--- src/rtl/cdr_pkg.sv ---
// Shared types and period defaults for the CDR loop controller and the phase detector.
package cdr_pkg;

    typedef enum logic [1:0] {
        StIdle   = 2'd0,
        StAcq    = 2'd1,
        StTrack  = 2'd2,
        StLocked = 2'd3
    } cdr_state_e;

    typedef logic [5:0] nb_t;

    localparam int unsigned NbDefault = 25;
    localparam int unsigned NbMin     = 20;
    localparam int unsigned NbMax     = 30;

endpackage

--- src/rtl/cdr_vote_acc.sv ---
// Saturating early/late vote accumulator with threshold compare and clear.
module cdr_vote_acc #(
    parameter int unsigned VOTE_TH = 8
) (
    input  logic clk_i,
    input  logic rst_ni,
    input  logic clr_i,
    input  logic valid_i,
    input  logic t_i,
    input  logic e_i,
    input  logic locked_i,
    output logic step_up_o,
    output logic step_dn_o
);

    localparam logic signed [6:0] ThLo = 7'(VOTE_TH);
    localparam logic signed [6:0] ThHi = 7'(2 * VOTE_TH);

    logic signed [5:0] acc_q, acc_d;
    logic signed [6:0] sum, sat, thr;

    always_comb begin
        sum = {acc_q[5], acc_q};
        if (t_i) begin
            sum = e_i ? sum + 7'sd1 : sum - 7'sd1;
        end
        if (sum > 7'sd31) begin
            sat = 7'sd31;
        end else if (sum < -7'sd31) begin
            sat = -7'sd31;
        end else begin
            sat = sum;
        end
        thr       = locked_i ? ThHi : ThLo;
        step_up_o = valid_i && (sat >= thr);
        step_dn_o = valid_i && (sat <= -thr);
    end

    // A crossing clears the accumulator even when the period is pinned at a limit.
    always_comb begin
        acc_d = acc_q;
        if (clr_i || step_up_o || step_dn_o) begin
            acc_d = '0;
        end else if (valid_i) begin
            acc_d = sat[5:0];
        end
    end

    always_ff @(posedge clk_i) begin
        if (!rst_ni) begin
            acc_q <= '0;
        end else begin
            acc_q <= acc_d;
        end
    end

endmodule

--- src/rtl/cdr_loop_ctrl.sv ---
// CDR loop controller: steps the phase-detector period from votes and tracks lock per window.
module cdr_loop_ctrl
    import cdr_pkg::*;
#(
    parameter int unsigned NB_DEFAULT = NbDefault,
    parameter int unsigned NB_MIN     = NbMin,
    parameter int unsigned NB_MAX     = NbMax,
    parameter int unsigned VOTE_TH    = 8,
    parameter int unsigned WIN_LEN    = 32,
    parameter int unsigned LOCK_WIN   = 4
) (
    input  logic       i_clk,
    input  logic       i_rst,
    input  logic       i_en,
    input  logic       i_valid,
    input  logic       i_T,
    input  logic       i_E,
    output nb_t        o_nb_P,
    output logic       o_adj,
    output logic       o_dir,
    output logic       o_lock,
    output logic [1:0] o_state
);

    localparam int unsigned WinW = $clog2(WIN_LEN);
    localparam int unsigned QW   = $clog2(LOCK_WIN + 1);
    localparam logic [WinW-1:0] WinLast   = WinW'(WIN_LEN - 1);
    localparam logic [QW-1:0]   QuietLock = QW'(LOCK_WIN);
    localparam nb_t NbDef = nb_t'(NB_DEFAULT);
    localparam nb_t NbLo  = nb_t'(NB_MIN);
    localparam nb_t NbHi  = nb_t'(NB_MAX);

    cdr_state_e      state_q, state_d;
    nb_t             nb_q, nb_d;
    logic            adj_q, adj_d, dir_q, dir_d;
    logic [WinW-1:0] win_q, win_d;
    logic [1:0]      nadj_q, nadj_d, nadj_win;
    logic            tseen_q, tseen_d;
    logic [QW-1:0]   quiet_q, quiet_d;
    logic            vote_valid, step_up, step_dn, inc_ok, dec_ok, adj_ev;
    logic            win_end, t_win, reload, acc_clr;

    assign vote_valid = i_valid && i_en && (state_q != StIdle);
    assign win_end    = vote_valid && (win_q == WinLast);
    assign t_win      = tseen_q || (vote_valid && i_T);
    assign inc_ok     = step_up && (nb_q < NbHi);
    assign dec_ok     = step_dn && (nb_q > NbLo);
    assign adj_ev     = inc_ok || dec_ok;
    assign nadj_win   = (adj_ev && nadj_q != 2'd3) ? nadj_q + 2'd1 : nadj_q;

    cdr_vote_acc #(
        .VOTE_TH (VOTE_TH)
    ) u_vote_acc (
        .clk_i     (i_clk),
        .rst_ni    (i_rst),
        .clr_i     (acc_clr),
        .valid_i   (vote_valid),
        .t_i       (i_T),
        .e_i       (i_E),
        .locked_i  (state_q == StLocked),
        .step_up_o (step_up),
        .step_dn_o (step_dn)
    );

    always_comb begin
        state_d = state_q;
        quiet_d = quiet_q;
        unique case (state_q)
            StIdle: begin
                state_d = StAcq;
                quiet_d = '0;
            end
            StAcq: begin
                if (win_end && t_win && nadj_win == 2'd0) begin
                    state_d = StTrack;
                    quiet_d = QW'(1);
                end
            end
            StTrack: begin
                if (win_end) begin
                    if (nadj_win != 2'd0 || !t_win) begin
                        quiet_d = '0;
                    end else begin
                        quiet_d = quiet_q + QW'(1);
                        if (quiet_d >= QuietLock) begin
                            state_d = StLocked;
                        end
                    end
                end
            end
            StLocked: begin
                if (win_end && (nadj_win[1] || !t_win)) begin
                    state_d = StAcq;
                end
            end
            default: state_d = StIdle;
        endcase
        if (!i_en) begin
            state_d = StIdle;
            quiet_d = '0;
        end
    end

    // A reload on disable or lock loss supersedes a step sampled in the same cycle.
    always_comb begin
        reload  = (state_d == StIdle) || (state_q == StLocked && state_d == StAcq);
        acc_clr = reload || (state_q == StIdle);
        nb_d    = nb_q;
        adj_d   = 1'b0;
        dir_d   = dir_q;
        if (reload) begin
            nb_d = NbDef;
        end else if (inc_ok) begin
            nb_d  = nb_q + 6'd1;
            adj_d = 1'b1;
            dir_d = 1'b1;
        end else if (dec_ok) begin
            nb_d  = nb_q - 6'd1;
            adj_d = 1'b1;
            dir_d = 1'b0;
        end
        win_d   = win_q;
        nadj_d  = nadj_q;
        tseen_d = tseen_q;
        if (state_d != state_q || win_end) begin
            win_d   = '0;
            nadj_d  = '0;
            tseen_d = 1'b0;
        end else if (vote_valid) begin
            win_d   = win_q + WinW'(1);
            nadj_d  = nadj_win;
            tseen_d = t_win;
        end
    end

    always_ff @(posedge i_clk) begin
        if (!i_rst) begin
            state_q <= StIdle;
            nb_q    <= NbDef;
            adj_q   <= 1'b0;
            dir_q   <= 1'b0;
            win_q   <= '0;
            nadj_q  <= '0;
            tseen_q <= 1'b0;
            quiet_q <= '0;
        end else begin
            state_q <= state_d;
            nb_q    <= nb_d;
            adj_q   <= adj_d;
            dir_q   <= dir_d;
            win_q   <= win_d;
            nadj_q  <= nadj_d;
            tseen_q <= tseen_d;
            quiet_q <= quiet_d;
        end
    end

    assign o_nb_P  = nb_q;
    assign o_adj   = adj_q;
    assign o_dir   = dir_q;
    assign o_lock  = (state_q == StLocked);
    assign o_state = state_q;

endmodule

--- config.mk ---
export PLATFORM = sky130hd
export DESIGN_NAME = cdr_loop_ctrl
export DESIGN_NICKNAME = d
export VERILOG_FILES = /design/src/rtl/cdr_pkg.sv /design/src/rtl/cdr_vote_acc.sv /design/src/rtl/cdr_loop_ctrl.sv
export SDC_FILE = /design/constraint.sdc
export NUM_CORES = 1
export LEC_CHECK = 0
export ABC_AREA = 1
export CORE_MARGIN = 2
export CORE_UTILIZATION = 33
export CTS_CLUSTER_DIAMETER = 100
export DETAILED_ROUTE_END_ITERATION = 7
export HOLD_SLACK_MARGIN = 0.03
export SLEW_MARGIN = 20
export SYNTH_ARGS = -nofsm -noshare
export SYNTH_HDL_FRONTEND = slang
export SYNTH_HIERARCHICAL = 1
export SYNTH_SLANG_ARGS = --single-unit
export TNS_END_PERCENT = 50
--- constraint.sdc ---
create_clock -name i_clk -period 4.4 [get_ports i_clk]
set_input_delay 0.44 -clock i_clk [delete_from_list [all_inputs] [get_ports i_clk]]
set_output_delay 0.44 -clock i_clk [all_outputs]
set_load 0.01 [all_outputs]
==> Word level (Yosys, flattened, before mapping) <==
Cells that the tools add are included.
{ "classes": {"bitwise": 2, "order_cmp": 7, "addsub": 8, "muxes": 23, "eq_ne": 9, "n_reduce_logical": 36} }
{ "op_table": {"columns": ["op", "count"], "rows": [
  ["$mux W7", 4],
  ["$mux W2", 7],
  ["$logic_and A1 B1 Y1", 13],
  ["$mux W6", 2],
  ["$logic_or A1 B1 Y1", 9],
  ["$mux W3", 3],
  ["$pmux W3 S3", 1],
  ["$pmux W2 S4", 1],
  ["$add A6 B2 Y7 const B", 1],
  ["$ge A7 B7 Y1", 1],
  ["$gt A7 B6 Y1 const B", 1],
  ["$le A7 B7 Y1", 1],
  ["$lt A7 B6 Y1 const B", 1],
  ["$neg A7 Y7", 1],
  ["$sub A6 B2 Y7 const B", 1],
  ["$add A6 B1 Y6 const B", 1],
  ["$gt A6 B5 Y1 const B", 1],
  ["$logic_not A2 Y1", 3],
  ["$lt A6 B5 Y1 const B", 1],
  ["$ne A2 B2 Y1 const B", 3],
  ["$reduce_bool A2 Y1", 3],
  ["$reduce_or A2 Y1", 3],
  ["$sub A6 B1 Y6 const B", 1],
  ["$add A5 B1 Y5 const B", 1],
  ["14 further kinds", 21]
]} }
{ "totals": {"ff_bits": 27, "out_inout_bits": 11} }

==> Logic depth before layout (Yosys ltp) <==
Gate-level depths: netlist (run 1).
{ "depth": {"depth_word": 25, "ltp_mapped": 42, "ltp_nobuf": 42} }

==> Hierarchy <==
The synthesis (run 1) kept the hierarchy.
{ "by_module_without_submodules": {"columns": ["module", "instances", "area_per_inst_um2", "cells_each", "seq_area_each_um2"], "rows": [
  ["cdr_loop_ctrl", 1, 1468.9, 196, 420.4],
  ["cdr_vote_acc", 1, 838.3, 143, 120.1]
]} }

==> Least setup slack after synthesis (run 1) <==
Ideal clock, no wire load.
{ "synth_path": {"path_kind": "input -> register", "startpoint": "in i_E", "endpoint": "reg nb_q[5], in the netlist o_nb_P[5]", "slack_ns": 0.352, "arrival_ns": 3.932, "stages": 30, "path_cell_list": "fa_1 -> nand2_1 -> o21ai_1 -> nand2_1 -> nor2_1 -> nand3_1 -> nand2_1 -> nand2_2 -> nand2_2 -> nand2_1 -> ha_1 -> inv_1 -> nor2_1 -> nand4_1 -> nor2_1 -> nand3_1 -> nand2_1 -> nand2_2 -> inv_1 -> inv_1 -> nor2_1 -> nand2_2 -> ha_1 -> a21oi_1 -> inv_1 -> a31oi_1 -> o21ai_0 -> a211oi_1 -> xor2_1 -> nor2_1"} }
{ "synth_via": {"elab_chain_len": 21} }
{ "synth_lines": {"columns": ["item", "line_no", "text"], "rows": [
  ["from (decl)", "cdr_loop_ctrl.sv:17", "input logic i_E,"],
  ["$mux W7 (*)", "cdr_vote_acc.sv:25", "sum = e_i ? sum + 7'sd1 : sum - 7'sd1;"],
  ["$mux W7 (*)", "cdr_vote_acc.sv:24", "if (t_i) begin"],
  ["$lt A7 B6 Y1", "cdr_vote_acc.sv:29", "end else if (sum < -7'sd31) begin"],
  ["$mux W7", "cdr_vote_acc.sv:29", null],
  ["$mux W7 (*)", "cdr_vote_acc.sv:27", "if (sum > 7'sd31) begin"],
  ["$ge A7 B7 Y1 (*)", "cdr_vote_acc.sv:35", "step_up_o = valid_i && (sat >= thr);"],
  ["$logic_and A1 B1 Y1 (*)", "cdr_vote_acc.sv:35", null],
  ["named net step_up", "cdr_loop_ctrl.sv:40", "logic vote_valid, step_up, step_dn, inc_ok, dec_ok, adj_ev;"],
  ["(+6 left out)", null, null],
  ["$mux W2", "cdr_loop_ctrl.sv:81", "if (nadj_win != 2'd0 || !t_win) begin"],
  ["$mux W2", "cdr_loop_ctrl.sv:80", "if (win_end) begin"],
  ["$pmux W2 S4", "cdr_loop_ctrl.sv:68", "unique case (state_q)"],
  ["$mux W2", "cdr_loop_ctrl.sv:98", "if (!i_en) begin"],
  ["$eq A2 B1 Y1", "cdr_loop_ctrl.sv:106", "reload = (state_d == StIdle) || (state_q == StLocked && state_d == StAcq);"],
  ["$logic_and A1 B1 Y1", "cdr_loop_ctrl.sv:106", null],
  ["$logic_or A1 B1 Y1", "cdr_loop_ctrl.sv:106", null],
  ["$reduce_or A2 Y1 (no source line)", null, null],
  ["to (signal assigned)", "cdr_loop_ctrl.sv:139", "nb_q <= NbDef;"],
  ["to (signal assigned)", "cdr_loop_ctrl.sv:148", "nb_q <= nb_d;"],
  ["to (decl)", "cdr_loop_ctrl.sv:34", "nb_t nb_q, nb_d;"]
]} }
Mark *: on every way through the listed nets, which the timed path passes. The rest lies on a longest branch.
A chain may end at the register's enable or synchronous reset.

==> Worst setup path in the final report (run 1) <==
{ "layout_path": {"startpoint": "reg u_vote_acc.acc_q[0]", "endpoint": "reg u_vote_acc.acc_q[1]"} }
{ "layout_via": {"elab_chain_len": 25} }
{ "layout_lines": {"columns": ["item", "line_no", "text"], "rows": [
  ["from (decl)", "cdr_vote_acc.sv:19", "logic signed [5:0] acc_q, acc_d;"],
  ["from (signal assigned)", "cdr_vote_acc.sv:51", "acc_q <= '0;"],
  ["from (signal assigned)", "cdr_vote_acc.sv:53", "acc_q <= acc_d;"],
  ["$sub A6 B2 Y7 or $add A6 B2 Y7 (tied branches)", "cdr_vote_acc.sv:25", null],
  ["$mux W7", "cdr_vote_acc.sv:25", null],
  ["$mux W7 (*)", "cdr_vote_acc.sv:24", null],
  ["$lt A7 B6 Y1", "cdr_vote_acc.sv:29", null],
  ["$mux W7", "cdr_vote_acc.sv:29", null],
  ["$mux W7 (*)", "cdr_vote_acc.sv:27", null],
  ["$ge A7 B7 Y1 (*)", "cdr_vote_acc.sv:35", null],
  ["$logic_and A1 B1 Y1 (*)", "cdr_vote_acc.sv:35", null],
  ["named net step_up", "cdr_loop_ctrl.sv:40", null],
  ["(+9 left out)", null, null],
  ["$mux W2 (*)", "cdr_loop_ctrl.sv:98", null],
  ["$eq A2 B1 Y1", "cdr_loop_ctrl.sv:106", null],
  ["$logic_and A1 B1 Y1", "cdr_loop_ctrl.sv:106", null],
  ["$logic_or A1 B1 Y1 (*)", "cdr_loop_ctrl.sv:106", null],
  ["$logic_or A1 B1 Y1 (*)", "cdr_loop_ctrl.sv:107", "acc_clr = reload || (state_q == StIdle);"],
  ["named net acc_clr", "cdr_loop_ctrl.sv:41", "logic win_end, t_win, reload, acc_clr;"],
  ["$logic_or A1 B1 Y1 (*) (2 in series)", "cdr_vote_acc.sv:42", "if (clr_i || step_up_o || step_dn_o) begin"],
  ["$reduce_or A2 Y1 (no source line) (*)", null, null]
]} }
Marked as above.

==> metrics.txt, run 1 <==
status finished clean; Rel. slew slack 77.1%; CTS tree yes; number of fillers in the final layout 697; crit path max-delay cell type fa_2; Finished Core Util 44.4%; chip width 87.6 um; simple logic cell fraction of the synthesized area 39.9%; Hold EP quiet_q[0]; Root Buffer clkbuf_8; Cell Count Post-Placement 481; Hold Crit Depth 2; initial core utilization 34.0%; ys flop type dfxtp_1; IO buf count 16; Unique masters post-synth 33; flip-flop and latch area between 500 and 600 um2; XOR/XNOR Fraction of Synth Area 3.42%; gpl congestion 0.872; clk_lat worst skew between 0.2 and 0.3 ns; CTS sink cnt 27; Syn Nets 367; mux share of post-synthesis cell area 0.868%; nets@finish 426; P_int between 0.3 and 0.4 mW; DR pass1 iterations 4; most instantiated library cell after synthesis nand2_1; Die ar. 7680 um2; pwr dens 169 nW/um2; combinational share of power 22.6%; hold buffer count at cts 0; R2R setup slack 0.34 ns; multi-input logic area 1600 um2; Worst R2R Path Depth 38; area leader, netlist dfxtp_1; Layout area overhead 30.9%; final wirelength roughly 5400 um; post-synthesis register bit count 27; I/O pin count 17; Net Sw Power 0.148 mW; cell area after layout around 3000 um2; Worst Path Arrival 4.28 ns; largest net degree at the start of global routing 16; GRT Resource Usage Total 14.6%; Max H-tree Level 1; residual DRC count 0; Post-DP Area 2800 um2; DP Worst Slack -0.374 ns; first-pass GRT wire length 9170 um; clock buffer depth 2; CP peak stage delay about 0.53 ns; setup violators final 0; final hold violation count 0; Period Utilization, post-route 92.4%; CTS Buf Count 3; Synth Area in Adders roughly an eighth; core footprint 6790 um2; Max Clock Skew 0.00540 ns; cell count after synthesis 339; Std-Cell Rows 30; unrepaired setup endpoints after global routing yes; fin cells 493; drt wl/cell 10.9 um; Compound-Gate Fraction of Synth Area 8.03%; Post-Syn Area per Cell 6.81 um2; most used cell, CP nand2_2; worst r2r dst u_vote_acc/acc_q[1]; number of synthesized flops with an enable pin 0; Worst Hold Launch quiet_q[0]; initial detailed-routing violation count 135; TNS Setup 0 ns; Cell Area, Synth between 2000 and 2500 um2; routed vias 2219; Clock transition at path regs 0.10 ns; final setup margin 0.335 ns; layout cells sized above 1 30.7%; Post-DRT Antenna Nets 0; top post-synthesis cells by area dfxtp_1, nand2_1, ha_1; die height 87.6 um; clock group share of total power 28.7%; FF-to-FF Start u_vote_acc/acc_q[0]; Final Max Tran Viols 0; Switching Share 29.1%; Worst Setup End Kind flip-flop; largest family of logic cells by synthesized area simple AND/OR/NAND/NOR gates; leakage 1.41 nW; clock period minus worst slack between 4 and 5 ns; Tightest Pin Transition roughly 0.34 ns; Worst Path Max Fanout 6; register share of total power 48.7%; max cap viols 0; Seq/Total Area, Yosys 23.4%; total grt overflow 0; Synth async-reset ratio 0%; synth cell count leaders nand2_1, inv_1, nor2_1; Critical Path RT 4.62 ns; number of global-route vias before repair between 2000 and 2500; DP HPWL 4030 um; top cell type's share of synthesized area 23.4%; ant diodes 0; Via density approximately 4.5; worst min-delay path class reg -> reg; initial antenna violation count 0; FMAX about 250 MHz; crit path launch type flip-flop; critical path class reg -> reg; YS warnings 6; Peak VDD IR 0.0000934 V
[per-stage QoR]
stage | power, mW | hold slack, ns
after CTS | 0.508 | 0.491
after detailed placement | 0.360 | 0.476
after global placement | 0.358 | 0.469
after global routing | 0.538 | 0.519
final | 0.509 | 0.493
after floorplan | 0.320 | 0.457
[layer usage]
layer  up-vias  wire length (um)  track usage, %
met3         2               138            1.70
li1       1187                 -               -
met2        37              2570            24.5
met5         -                 0               0
met1       993              2620            19.5
met4         0                33            4.62
[worst max-delay path, delay by kind of cell (launching register included)]
family | cells | cell delay (ns)
and+or+nand+nor | 29 | 2.41
adders and majority gates | 2 | 0.80
DFF | 1 | 0.38
AOI/OAI and AO/OA | 2 | 0.22
buffers and inverters | 5 | 0.20
[power by group through the flow]
stage | logic, mW | registers (mW) | clock network [mW]
after floorplan | 0.0659 | 0.255 | 0
after global placement | 0.104 | 0.255 | 0
after detailed placement | 0.105 | 0.255 | 0
after CTS | 0.108 | 0.249 | 0.151
after global routing | 0.130 | 0.248 | 0.160
final | 0.115 | 0.248 | 0.146
[cells by family after synthesis]
logic type,Yosys count
buffers and inverters,65
AOI/OAI and AO/OA,33
and+or+nand+nor,181
adders and majority gates,22
DFF,27
xor gates and xnor gates,9
muxes,2
[registers in the layout, indices dropped and copies added, names as in the netlist]
register,count
o_nb_P,6
nadj_q,2
o_state,2
quiet_q,3
tseen_q,1
u_vote_acc/acc_q,6
win_q,5
o_dir,1
o_adj,1
[worst max-delay path by stage]
stage | from | end | slack (ns)
floorplan | i_E | o_nb_P[5] | 0.35
global placement | i_E | o_nb_P[5] | -0.19
detailed placement | i_E | o_nb_P[5] | -0.37
CTS | u_vote_acc/acc_q[0] | o_nb_P[5] | 0.09
global route | u_vote_acc/acc_q[1] | u_vote_acc/acc_q[1] | -0.08
finish | u_vote_acc/acc_q[0] | u_vote_acc/acc_q[1] | 0.34
[placed cells by master, fill, tap and decap left out, drive strengths merged, types with 2 or more instances in the layout]
master and n:
fa 2, clkdlybuf4s50 15, nor2 40, inv 60, nand4 5, ha 20, nand2 94, xnor2 3
nand3 32, clkinv 2, o21ai 14, nor3 8, xor2 6, a211oi 2, buf 41, clkbuf 5
a21oi 15, mux2i 2, dfxtp 27
[timing repair]
item / 4_1_cts / 5_1_grt
cloned: 0 / 0
pin swaps: 1 / 26
gates resized for setup: 5 / 31
setup endpoints to repair: 11 / 26
buffers inserted: 0 / 8
[cell type report]
class | count | share of cell area (%)
sequential | 27 | 18.2
timing repair buffer | 57 | 15.3
multi-input combinational | 247 | 53.1
tap | 96 | 3.98
inverter | 62 | 7.96
clock buffer | 4 | 1.49
Note: power is estimated with default switching activity, not from simulation.
==> run 2: changes to the inputs <==
- CELL_PAD_IN_SITES_DETAIL_PLACEMENT: default -> 0
- CELL_PAD_IN_SITES_GLOBAL_PLACEMENT: default -> 1
- PLACE_DENSITY_LB_ADDON: default -> 0.1
- SETUP_SLACK_MARGIN: default -> 0.1
==> run 2 against run 1 <==
Net effect: combinational power hardly changed; wire length down 0.17%; maximum frequency up 0.25%; total power rose by 1.6%; clock skew increased by 0.0080 ns; register-to-register slack is essentially flat; global-route usage grew 0.69 points; clock power grew 4%; highest routed layer unchanged.
==> metrics.txt, run 2 (synthesis results as in run 1) <==
status finished clean; initial detailed-routing violation count 79 (-41%); nets@finish 428 (+0.47%); TNS Setup 0 ns (unchanged); Switching Share 29.7% (+0.67 points); Worst Path Arrival 4.27 ns (about the same); Post-DRT Antenna Nets 0 (unchanged); initial antenna violation count 0 (unchanged); most used cell, CP nand2_2; clock buffer depth 2 (unchanged); Final Max Tran Viols 0 (unchanged); crit path max-delay cell type dfxtp_4; core footprint 6790 um2 (unchanged); Clock transition at path regs 0.11 ns (about the same); Root Buffer clkbuf_8; Cell Count Post-Placement 483 (+0.42%); pwr dens 169 nW/um2 (+0.29%); final setup margin 0.345 ns (+0.0100 ns); Period Utilization, post-route 92.1% (-0.23 points); max cap viols 0 (unchanged); fin cells 495 (+0.41%); Rel. slew slack 76.3% (-0.84 points); Peak VDD IR 0.000138 V (+47%); gpl congestion 0.796 (-8.7%); most frequent cells in the layout nand2_1, inv_1, buf_4, nor2_1, dfxtp_1; IO buf count 16 (unchanged); DP HPWL 4200 um (+4.2%); chip width 87.6 um (unchanged); setup violators final 0 (unchanged); ant diodes 0 (unchanged); CTS tree yes; unrepaired setup endpoints after global routing yes; register share of total power 48.0% (-0.7 points); Worst Setup End Kind flip-flop; Tightest Pin Transition 0.352 ns (+0.00935 ns); DP Worst Slack -0.405 ns (-0.0307 ns); number of fillers in the final layout 698 (+0.14%); I/O pin count 17 (unchanged); first-pass GRT wire length 9420 um (+2.7%); Net Sw Power 0.154 mW (+3.9%); Via density 4.38 (-2.6%); critical path class reg -> reg; CTS Buf Count 3 (unchanged); FMAX 247 MHz (+0.25%); residual DRC count 0 (unchanged); worst min-delay path class reg -> reg; Critical Path RT 4.61 ns (about the same); drt wl/cell 10.8 um (-0.57%); Max Clock Skew 0.0134 ns (+0.00799 ns); crit path launch type flip-flop; final hold violation count 0 (unchanged); routed vias 2170 (-2.2%); Hold Crit Depth 2 (unchanged); total grt overflow 0 (unchanged); Die ar. 7680 um2 (unchanged); Min Hold Slack 0.494 ns (+0.000814 ns); clock period minus worst slack 4.05 ns (-0.0100 ns); Worst R2R Path Depth 41 (+7.9%); hold buffer count at cts 0 (unchanged); initial core utilization 34.0% (unchanged); CP peak stage delay 0.38 ns (-0.15 ns); combinational share of power 22.7% (about the same); power consumption 0.517 mW (+1.6%); number of global-route vias before repair 2084 (-0.95%); CTS sink cnt 27 (unchanged); commonest non-fill, non-tap cell in the layout nand2_1; DR pass1 iterations 4 (unchanged); GRT Resource Usage Total 15.3% (+0.69 points); clk_lat worst skew 0.28 ns (about the same); final wirelength 5360 um (-0.17%); P_int 0.363 mW (+0.62%); clock group share of total power 29.3% (+0.6 points); die height 87.6 um (unchanged); largest net degree at the start of global routing 16 (unchanged); Std-Cell Rows 30 (unchanged); Layout area overhead 32.5%; layout cells sized above 1 31.6% (+0.85 points); Worst Path Max Fanout 6 (unchanged); Max H-tree Level 1 (unchanged); leakage 1.43 nW (+0.89%)
-- run 2: cell count changes in the layout (fill, tap and decap cells not counted), sizes merged --
cell and delta:
buf +2
-- run 2: final timing paths --
path                         end  slack, ns                start
max          u_vote_acc/acc_q[1]       0.35  u_vote_acc/acc_q[1]
min                   quiet_q[2]       0.49           quiet_q[2]
max reg2reg  u_vote_acc/acc_q[1]       0.35  u_vote_acc/acc_q[1]
min reg2reg           quiet_q[2]       0.49           quiet_q[2]
-- run 2: cell type report --
class	count	area (um2)	share of cell area (%)
multi-input combinational	247	1620	52.9
tap	96	120	3.93
inverter	62	238	7.77
timing repair buffer	59	490	16.0
sequential	27	548	17.9
clock buffer	4	45.0	1.47
-- run 2: power by group through the flow --
stage | combinational (mW) | sequential [mW] | clock, mW
CTS | 0.111 | 0.249 | 0.159
detailed placement | 0.108 | 0.255 | 0
floorplan | 0.0659 | 0.255 | 0
global placement | 0.110 | 0.255 | 0
global route | 0.132 | 0.248 | 0.169
finish | 0.117 | 0.248 | 0.152
-- run 2: timing repair --
action                     in CTS  in global routing
gates resized for setup         9                 28
setup endpoints to repair      21                 25
setup buffers                   0                  8
pin swaps                       1                 29
-- run 2: critical path, delay by kind of cell, from the launching register on --
kind | cells | cell delay [ns]
AND/OR/NAND/NOR | 32 | 2.53
adder cells (fa/ha/maj) | 2 | 0.62
flip-flops | 1 | 0.38
buffers and inverters | 6 | 0.26
AO/OA/AOI/OAI | 1 | 0.15
-- run 2: layer usage --
metal	global-route usage (%)	wire length [um]	vias up
met5	0	0	-
met4	3.36	39	0
met3	2.26	102	5
met2	24.3	2420	22
met1	21.9	2800	958
li1	-	-	1185
-- run 2: per-stage QoR --
stage	utilization, %	instance area [um2]
after detailed placement	41.6	2830
after global placement	41.6	2830
final	45.0	3060
after floorplan	-	2310
after CTS	43.0	2920
after global routing	45.0	3060
